--- config.mk ---
export PLATFORM = sky130hd
export DESIGN_NAME = alu_muldiv
export DESIGN_NICKNAME = d
export VERILOG_FILES = /design/src/rtl/alu_muldiv.sv
export SDC_FILE = /design/constraint.sdc
export NUM_CORES = 2
export LEC_CHECK = 0
export ABC_AREA = 1
export ABC_CLOCK_PERIOD_IN_PS = 5000
export BUFFER_PORTS_ARGS = -buffer_cell sky130_fd_sc_hd__buf_2
export CAP_MARGIN = 20
export CORE_AREA = 2 2 347 349
export CTS_CLUSTER_SIZE = 24
export DETAILED_ROUTE_END_ITERATION = 10
export DIE_AREA = 0 0 349 351
export PLACE_DENSITY = 0.79
export SYNTH_ARGS = -nofsm -noshare
export SYNTH_HDL_FRONTEND = slang
export SYNTH_SLANG_ARGS = --single-unit
--- constraint.sdc ---
create_clock -name clk_i -period 5 [get_ports clk_i]
set_input_delay 0.75 -clock clk_i [delete_from_list [all_inputs] [get_ports clk_i]]
set_output_delay 0.75 -clock clk_i [all_outputs]
set_load 0.1 [all_outputs]
--- src/rtl/alu_muldiv.sv ---
// alu_muldiv: execute-stage arithmetic unit.
// Combinational logic/arithmetic/compare/shift ops, a single-cycle full-width
// multiplier writing HI/LO, and an iterative restoring divider that stalls the
// pipeline while it runs and writes HI/LO when it finishes.
module alu_muldiv #(
    parameter int DATA_W = 32
) (
    input  logic              clk_i,
    input  logic              rst_i,
    input  logic              valid_i,
    input  logic [4:0]        op_i,
    input  logic [DATA_W-1:0] a_i,
    input  logic [DATA_W-1:0] b_i,
    input  logic              flush_i,
    output logic [DATA_W-1:0] result_o,
    output logic              overflow_o,
    output logic              stall_o
);

    localparam int SHW = $clog2(DATA_W);
    localparam int CW  = SHW + 1;
    localparam int MSB = DATA_W - 1;

    localparam logic [4:0] OP_OR    = 5'd1;
    localparam logic [4:0] OP_AND   = 5'd2;
    localparam logic [4:0] OP_XOR   = 5'd3;
    localparam logic [4:0] OP_NOR   = 5'd4;
    localparam logic [4:0] OP_ADD   = 5'd5;
    localparam logic [4:0] OP_ADDU  = 5'd6;
    localparam logic [4:0] OP_SUB   = 5'd7;
    localparam logic [4:0] OP_SUBU  = 5'd8;
    localparam logic [4:0] OP_SLT   = 5'd9;
    localparam logic [4:0] OP_SLTU  = 5'd10;
    localparam logic [4:0] OP_SLL   = 5'd11;
    localparam logic [4:0] OP_SRL   = 5'd12;
    localparam logic [4:0] OP_SRA   = 5'd13;
    localparam logic [4:0] OP_LUI   = 5'd14;
    localparam logic [4:0] OP_MULT  = 5'd15;
    localparam logic [4:0] OP_MULTU = 5'd16;
    localparam logic [4:0] OP_DIV   = 5'd17;
    localparam logic [4:0] OP_DIVU  = 5'd18;
    localparam logic [4:0] OP_MFHI  = 5'd19;
    localparam logic [4:0] OP_MFLO  = 5'd20;
    localparam logic [4:0] OP_MTHI  = 5'd21;
    localparam logic [4:0] OP_MTLO  = 5'd22;

    localparam logic [DATA_W-1:0] ZERO     = {DATA_W{1'b0}};
    localparam logic [DATA_W-1:0] ONES     = {DATA_W{1'b1}};
    localparam logic [DATA_W-1:0] ONE      = {{(DATA_W-1){1'b0}}, 1'b1};
    localparam logic [CW-1:0]     CNT_ZERO = {CW{1'b0}};
    localparam logic [CW-1:0]     CNT_ONE  = {{(CW-1){1'b0}}, 1'b1};
    localparam logic [CW-1:0]     CNT_FULL = CW'(DATA_W);

    typedef enum logic [1:0] {
        ST_IDLE = 2'd0,
        ST_BUSY = 2'd1,
        ST_DONE = 2'd2
    } div_state_t;

    // Two's-complement negate; used for magnitudes and the signed fix-up.
    function automatic logic [DATA_W-1:0] neg(input logic [DATA_W-1:0] v);
        return (~v) + ONE;
    endfunction

    // Magnitude of a signed operand (most-negative value maps to itself, read unsigned).
    function automatic logic [DATA_W-1:0] mag(input logic [DATA_W-1:0] v);
        return v[MSB] ? neg(v) : v;
    endfunction

    // ------------------------------------------------------------------
    // Architectural and divider state
    // ------------------------------------------------------------------
    div_state_t        state_r, state_n;
    logic [DATA_W-1:0] hi_r, lo_r;
    logic [CW-1:0]     cnt_r;
    logic [DATA_W-1:0] dvs_r;      // latched divisor magnitude
    logic [DATA_W-1:0] rem_r;      // partial remainder
    logic [DATA_W-1:0] quo_r;      // dividend bits shifting out, quotient bits shifting in
    logic              neg_q_r;    // negate quotient at completion
    logic              neg_r_r;    // negate remainder at completion

    // ------------------------------------------------------------------
    // Single-cycle datapath
    // ------------------------------------------------------------------
    logic [DATA_W-1:0]   sum_s, dif_s, res_s;
    logic                ovf_s;
    logic [SHW-1:0]      shamt_s;
    logic signed [DATA_W-1:0] b_sgn_s;
    logic [2*DATA_W-1:0] a_ext_s, b_ext_s, prod_s;
    logic                is_div_s, is_signed_div_s;

    assign sum_s   = a_i + b_i;
    assign dif_s   = a_i - b_i;
    assign shamt_s = a_i[SHW-1:0];
    assign b_sgn_s = b_i;

    assign is_div_s        = (op_i == OP_DIV) || (op_i == OP_DIVU);
    assign is_signed_div_s = (op_i == OP_DIV);

    // MULT sign-extends both operands to double width; the truncated product is then exact.
    assign a_ext_s = (op_i == OP_MULT) ? {{DATA_W{a_i[MSB]}}, a_i} : {ZERO, a_i};
    assign b_ext_s = (op_i == OP_MULT) ? {{DATA_W{b_i[MSB]}}, b_i} : {ZERO, b_i};
    assign prod_s  = a_ext_s * b_ext_s;

    // Select the single-cycle result and signed-overflow flag for the current op.
    always_comb begin
        res_s = ZERO;
        ovf_s = 1'b0;
        case (op_i)
            OP_OR:   res_s = a_i | b_i;
            OP_AND:  res_s = a_i & b_i;
            OP_XOR:  res_s = a_i ^ b_i;
            OP_NOR:  res_s = ~(a_i | b_i);
            OP_ADD: begin
                res_s = sum_s;
                ovf_s = (a_i[MSB] == b_i[MSB]) && (sum_s[MSB] != a_i[MSB]);
            end
            OP_ADDU: res_s = sum_s;
            OP_SUB: begin
                res_s = dif_s;
                ovf_s = (a_i[MSB] != b_i[MSB]) && (dif_s[MSB] != a_i[MSB]);
            end
            OP_SUBU: res_s = dif_s;
            OP_SLT:  res_s = {{(DATA_W-1){1'b0}}, ($signed(a_i) < $signed(b_i))};
            OP_SLTU: res_s = {{(DATA_W-1){1'b0}}, (a_i < b_i)};
            OP_SLL:  res_s = b_i << shamt_s;
            OP_SRL:  res_s = b_i >> shamt_s;
            OP_SRA:  res_s = $unsigned(b_sgn_s >>> shamt_s);
            OP_LUI:  res_s = b_i << (DATA_W / 2);
            OP_MFHI: res_s = hi_r;
            OP_MFLO: res_s = lo_r;
            default: begin
                res_s = ZERO;
                ovf_s = 1'b0;
            end
        endcase
    end

    assign result_o   = (rst_i || !valid_i) ? ZERO : res_s;
    assign overflow_o = (rst_i || !valid_i) ? 1'b0 : ovf_s;

    // ------------------------------------------------------------------
    // Divider control
    // ------------------------------------------------------------------
    logic stall_s, accept_s, done_wr_s;

    // Divider next state, stall request and accept/complete strobes.
    always_comb begin
        state_n   = state_r;
        stall_s   = 1'b0;
        accept_s  = 1'b0;
        done_wr_s = 1'b0;
        if (rst_i) begin
            state_n = ST_IDLE;
        end else if (flush_i) begin
            state_n = ST_IDLE;
        end else begin
            case (state_r)
                ST_IDLE: begin
                    if (valid_i && is_div_s) begin
                        accept_s = 1'b1;
                        stall_s  = 1'b1;
                        state_n  = (b_i == ZERO) ? ST_DONE : ST_BUSY;
                    end else begin
                        state_n = ST_IDLE;
                    end
                end
                ST_BUSY: begin
                    stall_s = 1'b1;
                    if (cnt_r == CNT_ONE) begin
                        state_n = ST_DONE;
                    end else begin
                        state_n = ST_BUSY;
                    end
                end
                ST_DONE: begin
                    done_wr_s = 1'b1;
                    state_n   = ST_IDLE;
                end
                default: state_n = ST_IDLE;
            endcase
        end
    end

    assign stall_o = stall_s;

    // Divider state register.
    always_ff @(posedge clk_i or posedge rst_i) begin
        if (rst_i) begin
            state_r <= ST_IDLE;
        end else begin
            state_r <= state_n;
        end
    end

    // ------------------------------------------------------------------
    // Restoring divide step
    // ------------------------------------------------------------------
    logic [DATA_W:0]   shifted_s, trial_s;
    logic [DATA_W-1:0] rem_step_s, quo_step_s, q_fix_s, r_fix_s;

    assign shifted_s = {rem_r, quo_r[MSB]};
    assign trial_s   = shifted_s - {1'b0, dvs_r};

    // Keep the trial difference when it did not go negative, shifting in the quotient bit.
    always_comb begin
        rem_step_s = shifted_s[DATA_W-1:0];
        quo_step_s = {quo_r[DATA_W-2:0], 1'b0};
        if (!trial_s[DATA_W]) begin
            rem_step_s = trial_s[DATA_W-1:0];
            quo_step_s = {quo_r[DATA_W-2:0], 1'b1};
        end else begin
            rem_step_s = shifted_s[DATA_W-1:0];
            quo_step_s = {quo_r[DATA_W-2:0], 1'b0};
        end
    end

    assign q_fix_s = neg_q_r ? neg(quo_r) : quo_r;
    assign r_fix_s = neg_r_r ? neg(rem_r) : rem_r;

    // Divider operand latch on accept, then one restoring step per BUSY cycle.
    always_ff @(posedge clk_i or posedge rst_i) begin
        if (rst_i) begin
            cnt_r   <= CNT_ZERO;
            dvs_r   <= ZERO;
            rem_r   <= ZERO;
            quo_r   <= ZERO;
            neg_q_r <= 1'b0;
            neg_r_r <= 1'b0;
        end else if (accept_s) begin
            if (b_i == ZERO) begin
                // Zero divisor: final values are known immediately, no sign fix-up.
                quo_r   <= ONES;
                rem_r   <= a_i;
                dvs_r   <= ZERO;
                neg_q_r <= 1'b0;
                neg_r_r <= 1'b0;
            end else begin
                quo_r   <= is_signed_div_s ? mag(a_i) : a_i;
                dvs_r   <= is_signed_div_s ? mag(b_i) : b_i;
                rem_r   <= ZERO;
                neg_q_r <= is_signed_div_s && (a_i[MSB] ^ b_i[MSB]);
                neg_r_r <= is_signed_div_s && a_i[MSB];
                cnt_r   <= CNT_FULL;
            end
        end else if ((state_r == ST_BUSY) && !flush_i) begin
            rem_r <= rem_step_s;
            quo_r <= quo_step_s;
            cnt_r <= cnt_r - CNT_ONE;
        end else begin
            cnt_r <= cnt_r;
        end
    end

    // HI/LO: divider completion has priority; otherwise MULT/MT under the issue qualifier.
    always_ff @(posedge clk_i or posedge rst_i) begin
        if (rst_i) begin
            hi_r <= ZERO;
            lo_r <= ZERO;
        end else if (done_wr_s) begin
            hi_r <= r_fix_s;
            lo_r <= q_fix_s;
        end else if (valid_i && !stall_s && !flush_i) begin
            case (op_i)
                OP_MULT, OP_MULTU: begin
                    hi_r <= prod_s[2*DATA_W-1:DATA_W];
                    lo_r <= prod_s[DATA_W-1:0];
                end
                OP_MTHI: hi_r <= a_i;
                OP_MTLO: lo_r <= a_i;
                default: begin
                    hi_r <= hi_r;
                    lo_r <= lo_r;
                end
            endcase
        end else begin
            hi_r <= hi_r;
            lo_r <= lo_r;
        end
    end

endmodule

==> results of run 1 <==
## logic make-up after synthesis
logic type | Yosys count | share of synthesized area, %
xor gates and xnor gates | 126 | 1.56
adders and majority gates | 1864 | 48.0
DFF | 170 | 6.00
and+or+nand+nor | 2930 | 16.8
buffers and inverters | 2959 | 15.9
AOI/OAI and AO/OA | 1403 | 11.5
muxes | 15 | 0.212
## metal layers
layer / track usage, % / overflow
met4: 67.4 / 1
met5: 18.0 / 0
met1: 68.0 / 0
met3: 41.1 / 0
met2: 88.6 / 1
## metrics by stage
step,utilization [%],hold WS (ns)
after CTS,74.3,0.518
after global placement,70.9,0.491
after floorplan,-,0.450
after detailed placement,70.9,0.508
## repair_timing
action | 4_1_cts
hold buffers | 0
endpoints found under the setup margin | 77
cloned | 11
pin swaps | 174
buffers inserted | 101
gates resized for setup | 611
## cells in the mapped netlist (5+ instances only)
master	instances
a21oi_1	488
buf_1	82
nor3_1	54
nand3_1	210
buf_6	5
o22ai_1	66
o22ai_2	14
dfrtp_1	170
a22o_1	7
a221oi_1	25
ha_1	442
o21ai_1	32
a31oi_1	59
nor2_1	545
nand3_2	7
a211oi_1	22
nor2_2	15
o211ai_1	61
xor2_1	97
mux2i_1	15
nand2_1	1955
clkbuf_1	273
a22oi_1	46
o31ai_1	7
a21boi_0	6
clkinv_1	8
fa_1	1422
xnor2_1	29
o21bai_1	24
inv_1	2487
nand3b_1	10
nand4_1	42
o2111ai_1	13
o21ai_0	447
o21a_1	13
o221ai_1	28
buf_2	61
nor3_2	17
inv_2	29
buf_4	11
a21o_1	19
or2_2	21
nor4_1	25
==> impl_metrics.env, run 1 <==
export IMPL_outcome="aborted with a tool error"
export IMPL_synth_seq_area_share_pct=6.00
export IMPL_io_buffers=106
export IMPL_synth_cell_type_count=72
export IMPL_syn_cell_area_mm2=0.0709
export IMPL_grt_pass1_vias=86300
export IMPL_grt_pass1_wl_um=581000
export IMPL_ys_flop_type="dfrtp_1"
export IMPL_pre_cts_ws_ns=-4.59
export IMPL_synth_cells=9467
export IMPL_syn_area_per_cell_um2=7.49
export IMPL_io_pins=107
export IMPL_grt_max_degree=171
export IMPL_place_hpwl_um=290000
export IMPL_synth_nets=11400
export IMPL_cts_root_buf="clkbuf_16"
export IMPL_cts_made_buffers=17
export IMPL_place_gp_congestion=1.19
export IMPL_synth_edff_count=0
export IMPL_dp_cells=12000
export IMPL_run_stop_error="[ERROR GRT-0116] Global routing finished with congestion. Check the congestion regions in the DRC Viewer."
export IMPL_synthTopCellsByArea="fa_1 (40%), inv_1 (13%), nand2_1 (10%)"
export IMPL_synthArstFlopShare_pct=100
export IMPL_cts_sinks=170
export IMPL_synth_top_area_share_pct=40.2
export IMPL_htreeDepth=4
export IMPL_start_util_pct=59.6
export IMPL_grtUsageTotal_pct=66.4
export IMPL_dieWidth_um=349
export IMPL_ys_ff_latch=170
export IMPL_grt_overflow_total=2
export IMPL_max_clock_path_buffers=2
export IMPL_lastStage="global routing (5_1_grt)"
export IMPL_synth_top_area_cell="fa_1"
export IMPL_placed_cell_area_mm2=0.0844
export IMPL_row_count=127
export IMPL_die_y_um=351
export IMPL_ys_warnings_count=0
==> inputs of run 2 (changes only) <==
==> config.mk (replaced) <==
export PLATFORM = sky130hd
export DESIGN_NAME = alu_muldiv
export DESIGN_NICKNAME = d
export VERILOG_FILES = /design/src/rtl/alu_muldiv.sv
export SDC_FILE = /design/constraint.sdc
export NUM_CORES = 2
export LEC_CHECK = 0
export ABC_AREA = 1
export ABC_CLOCK_PERIOD_IN_PS = 6500
export BUFFER_PORTS_ARGS = -buffer_cell sky130_fd_sc_hd__buf_2
export CAP_MARGIN = 20
export CORE_AREA = 2 2 424 426
export DETAILED_ROUTE_END_ITERATION = 10
export DIE_AREA = 0 0 426 428
export PLACE_DENSITY_LB_ADDON = 0.15
export SYNTH_ARGS = -nofsm -noshare
export SYNTH_HDL_FRONTEND = slang
export SYNTH_SLANG_ARGS = --single-unit
==> constraint.sdc (replaced) <==
create_clock -name clk_i -period 6.5 [get_ports clk_i]
set_input_delay 0.975 -clock clk_i [delete_from_list [all_inputs] [get_ports clk_i]]
set_output_delay 0.975 -clock clk_i [all_outputs]
set_load 0.1 [all_outputs]
==> run 2 against run 1 <==
Compared with the run above:
- the flow now finishes, with violations (setup timing)
- synthesized cell count is the same
- area after synthesis unchanged
==> impl_metrics.env, run 2 <==
export IMPL_r2r_slack_ns=2.31
export IMPL_grt_pass1_vias=72500
export IMPL_holdCritStartpoint="cnt_r[0]"
export IMPL_drt_first_pass_iters=6
export IMPL_worst_endpoint_required_ns=6.93
export IMPL_crit_fanout=6
export IMPL_clk_latency_ns=0.51
export IMPL_core_mm2=0.178
export IMPL_grt_overflow_total=0
export IMPL_place_hpwl_um=318000
export IMPL_place_gp_congestion=1.11
export IMPL_wirelength_um=377000
export IMPL_antenna_found_initial=25
export IMPL_hold_path_end="cnt_r[0]"
export IMPL_cpMaxStageDelayCell="fa_1"
export IMPL_hp_class="register to register"
export IMPL_rsz0062_at_grt="true"
export IMPL_rr_startpoint="rem_r[0]"
export IMPL_synth_nets=11400
export IMPL_r2r_cells=17
export IMPL_cts_root_buf="clkbuf_16"
export IMPL_fillers=17700
export IMPL_final_cell_mix="inv_1 (2331), nand2_1 (1819), fa_1 (1317)"
export IMPL_grtUsageTotal_pct=41.1
export IMPL_row_count=155
export IMPL_io_buffers=106
export IMPL_cts_hold_buf=0
export IMPL_ys_warnings_count=0
export IMPL_synth_top_area_share_pct=40.2
export IMPL_start_util_pct=39.9
export IMPL_synthMostInstantiatedCell="inv_1"
export IMPL_finalSetupViolations=56
export IMPL_slowest_delay_ns=0.56
export IMPL_r2r_end="rem_r[16]"
export IMPL_fin_tns_setup_ns=-104.25
export IMPL_max_clock_path_buffers=2
export IMPL_clock_skew_ns=0.0204
export IMPL_layout_setup_ws_ns=-2.45
export IMPL_violations="setup timing"
export IMPL_path_class="primary input to register"
export IMPL_report_final_slew_viol_count=0
export IMPL_relSlewSlack_pct=25.5
export IMPL_synthTopCellsByArea="fa_1 (40%), inv_1 (13%), nand2_1 (10%)"
export IMPL_avgViaCountPerCell=5.41
export IMPL_post_route_period_util_pct=138
export IMPL_fp_dieArea_mm2=0.182
export IMPL_vias=70100
export IMPL_synth_cells=9467
export IMPL_synthArstFlopShare_pct=100
export IMPL_critPathLaunchType="primary input"
export IMPL_drc=0
export IMPL_min_period_ns=8.95
export IMPL_synth_top_area_cell="fa_1"
export IMPL_grt_pass1_wl_um=531000
export IMPL_hold_violations=0
export IMPL_crit_arrival_ns=9.38
export IMPL_synth_seq_area_share_pct=6.00
export IMPL_outcome="finished, violations left"
export IMPL_routedWlPerCell_um=29.1
export IMPL_crit_path_end_kind="register"
export IMPL_worst_pin_slew_ns=1.11
export IMPL_yosys_top_cells_count="inv_1 (2487), nand2_1 (1955), fa_1 (1422)"
export IMPL_syn_cell_area_mm2=0.0709
export IMPL_hold_path_cell_count=1
export IMPL_area_growth_pct=28.4
export IMPL_grt_max_degree=77
export IMPL_ys_ff_latch=170
export IMPL_instances_no_fill=13000
export IMPL_max_freq_mhz=112
export IMPL_syn_area_per_cell_um2=7.49
export IMPL_final_common_cell="inv_1"
export IMPL_die_y_um=428
export IMPL_crit_path_frequent_cell="fa_1"
export IMPL_dieWidth_um=426
export IMPL_synth_edff_count=0
export IMPL_maxCapViolCount=0
export IMPL_dp_cells=12700
export IMPL_ys_flop_type="dfrtp_1"
export IMPL_cts_made_buffers=17
export IMPL_io_pins=107
export IMPL_htreeDepth=4
export IMPL_final_nets=12500
export IMPL_cts_sinks=170
export IMPL_drive_gt1_share_pct=23.3
export IMPL_ant_nets=0
export IMPL_clk_pin_slew_ns=0.09
export IMPL_cts_tree="built"
export IMPL_first_iter_violations=7179
export IMPL_synth_cell_type_count=72
-- run 2: cell type report --
type / instances / area [um^2] / area share, %
Clock buffer: 18 / 439 / 0.482
Sequential cell: 170 / 4250 / 4.67
Clock inverter: 14 / 153 / 0.168
Tap cell: 2355 / 2950 / 3.24
Multi-Input combinational cell: 6338 / 59100 / 64.9
Timing Repair Buffer: 1524 / 14500 / 16.0
Inverter: 2525 / 9560 / 10.5
Antenna cell: 13 / 32.5 / 0.0357
-- run 2: worst max path at each step --
stage	start	to	slack, ns	cells after the start
global placement	op_i[0]	hi_r[14]	-3.46	37
CTS	op_i[4]	hi_r[28]	-2.54	39
detailed placement	op_i[0]	hi_r[14]	-3.56	37
finish	op_i[4]	hi_r[27]	-2.45	38
global route	op_i[4]	hi_r[27]	-2.71	36
floorplan	op_i[4]	hi_r[31]	-2.45	35
-- run 2: timing repair --
action                                  4_1_cts  5_1_grt
gates cloned                                  1        7
pin swaps                                   198      297
endpoints found under the setup margin       57       56
gates resized for setup                     571      541
buffers inserted                             96      103
-- run 2: cells by family after synthesis --
family,share of synthesized area [%]
buffers and inverters,15.9
and+or+nand+nor,16.8
DFF,6.00
muxes,0.212
adders and majority gates,48.0
AOI/OAI and AO/OA,11.5
xor gates and xnor gates,1.56
-- run 2: layer usage --
layer / vias up / routed length, um / track usage [%] / share of wire [%]
met1: 35400 / 145000 / 52.1 / 39
met4: 18 / 32000 / 25.2 / 8.5
met3: 832 / 30500 / 7.78 / 8.1
met2: 3218 / 169000 / 64.9 / 45
met5: - / 122 / 0 / 0.032
li1: 30600 / - / - / -
-- run 2: through the flow --
stage	utilization, %	worst slack, ns	instance area (um^2)	hold slack (ns)
3_3_place_gp	47.7	-3.46	84700	0.492
2_1_floorplan	-	-2.45	73000	0.450
3_5_place_dp	47.7	-3.56	84700	0.485
5_1_grt	51.2	-2.71	91000	0.525
4_1_cts	49.6	-2.54	88100	0.502
6_report	51.2	-2.45	91000	0.505
-- run 2: critical path, delay by kind of cell --
kind	cells	cell delay, ns
adders and majority gates	11	4.73
and+or+nand+nor	8	1.18
AOI/OAI and AO/OA	6	0.95
buffers and inverters	12	1.31
xor gates and xnor gates	1	0.19
Power of run 2 is not shown: default switching activity piles up to over one toggle a cycle in this logic, so the estimate is an artifact.
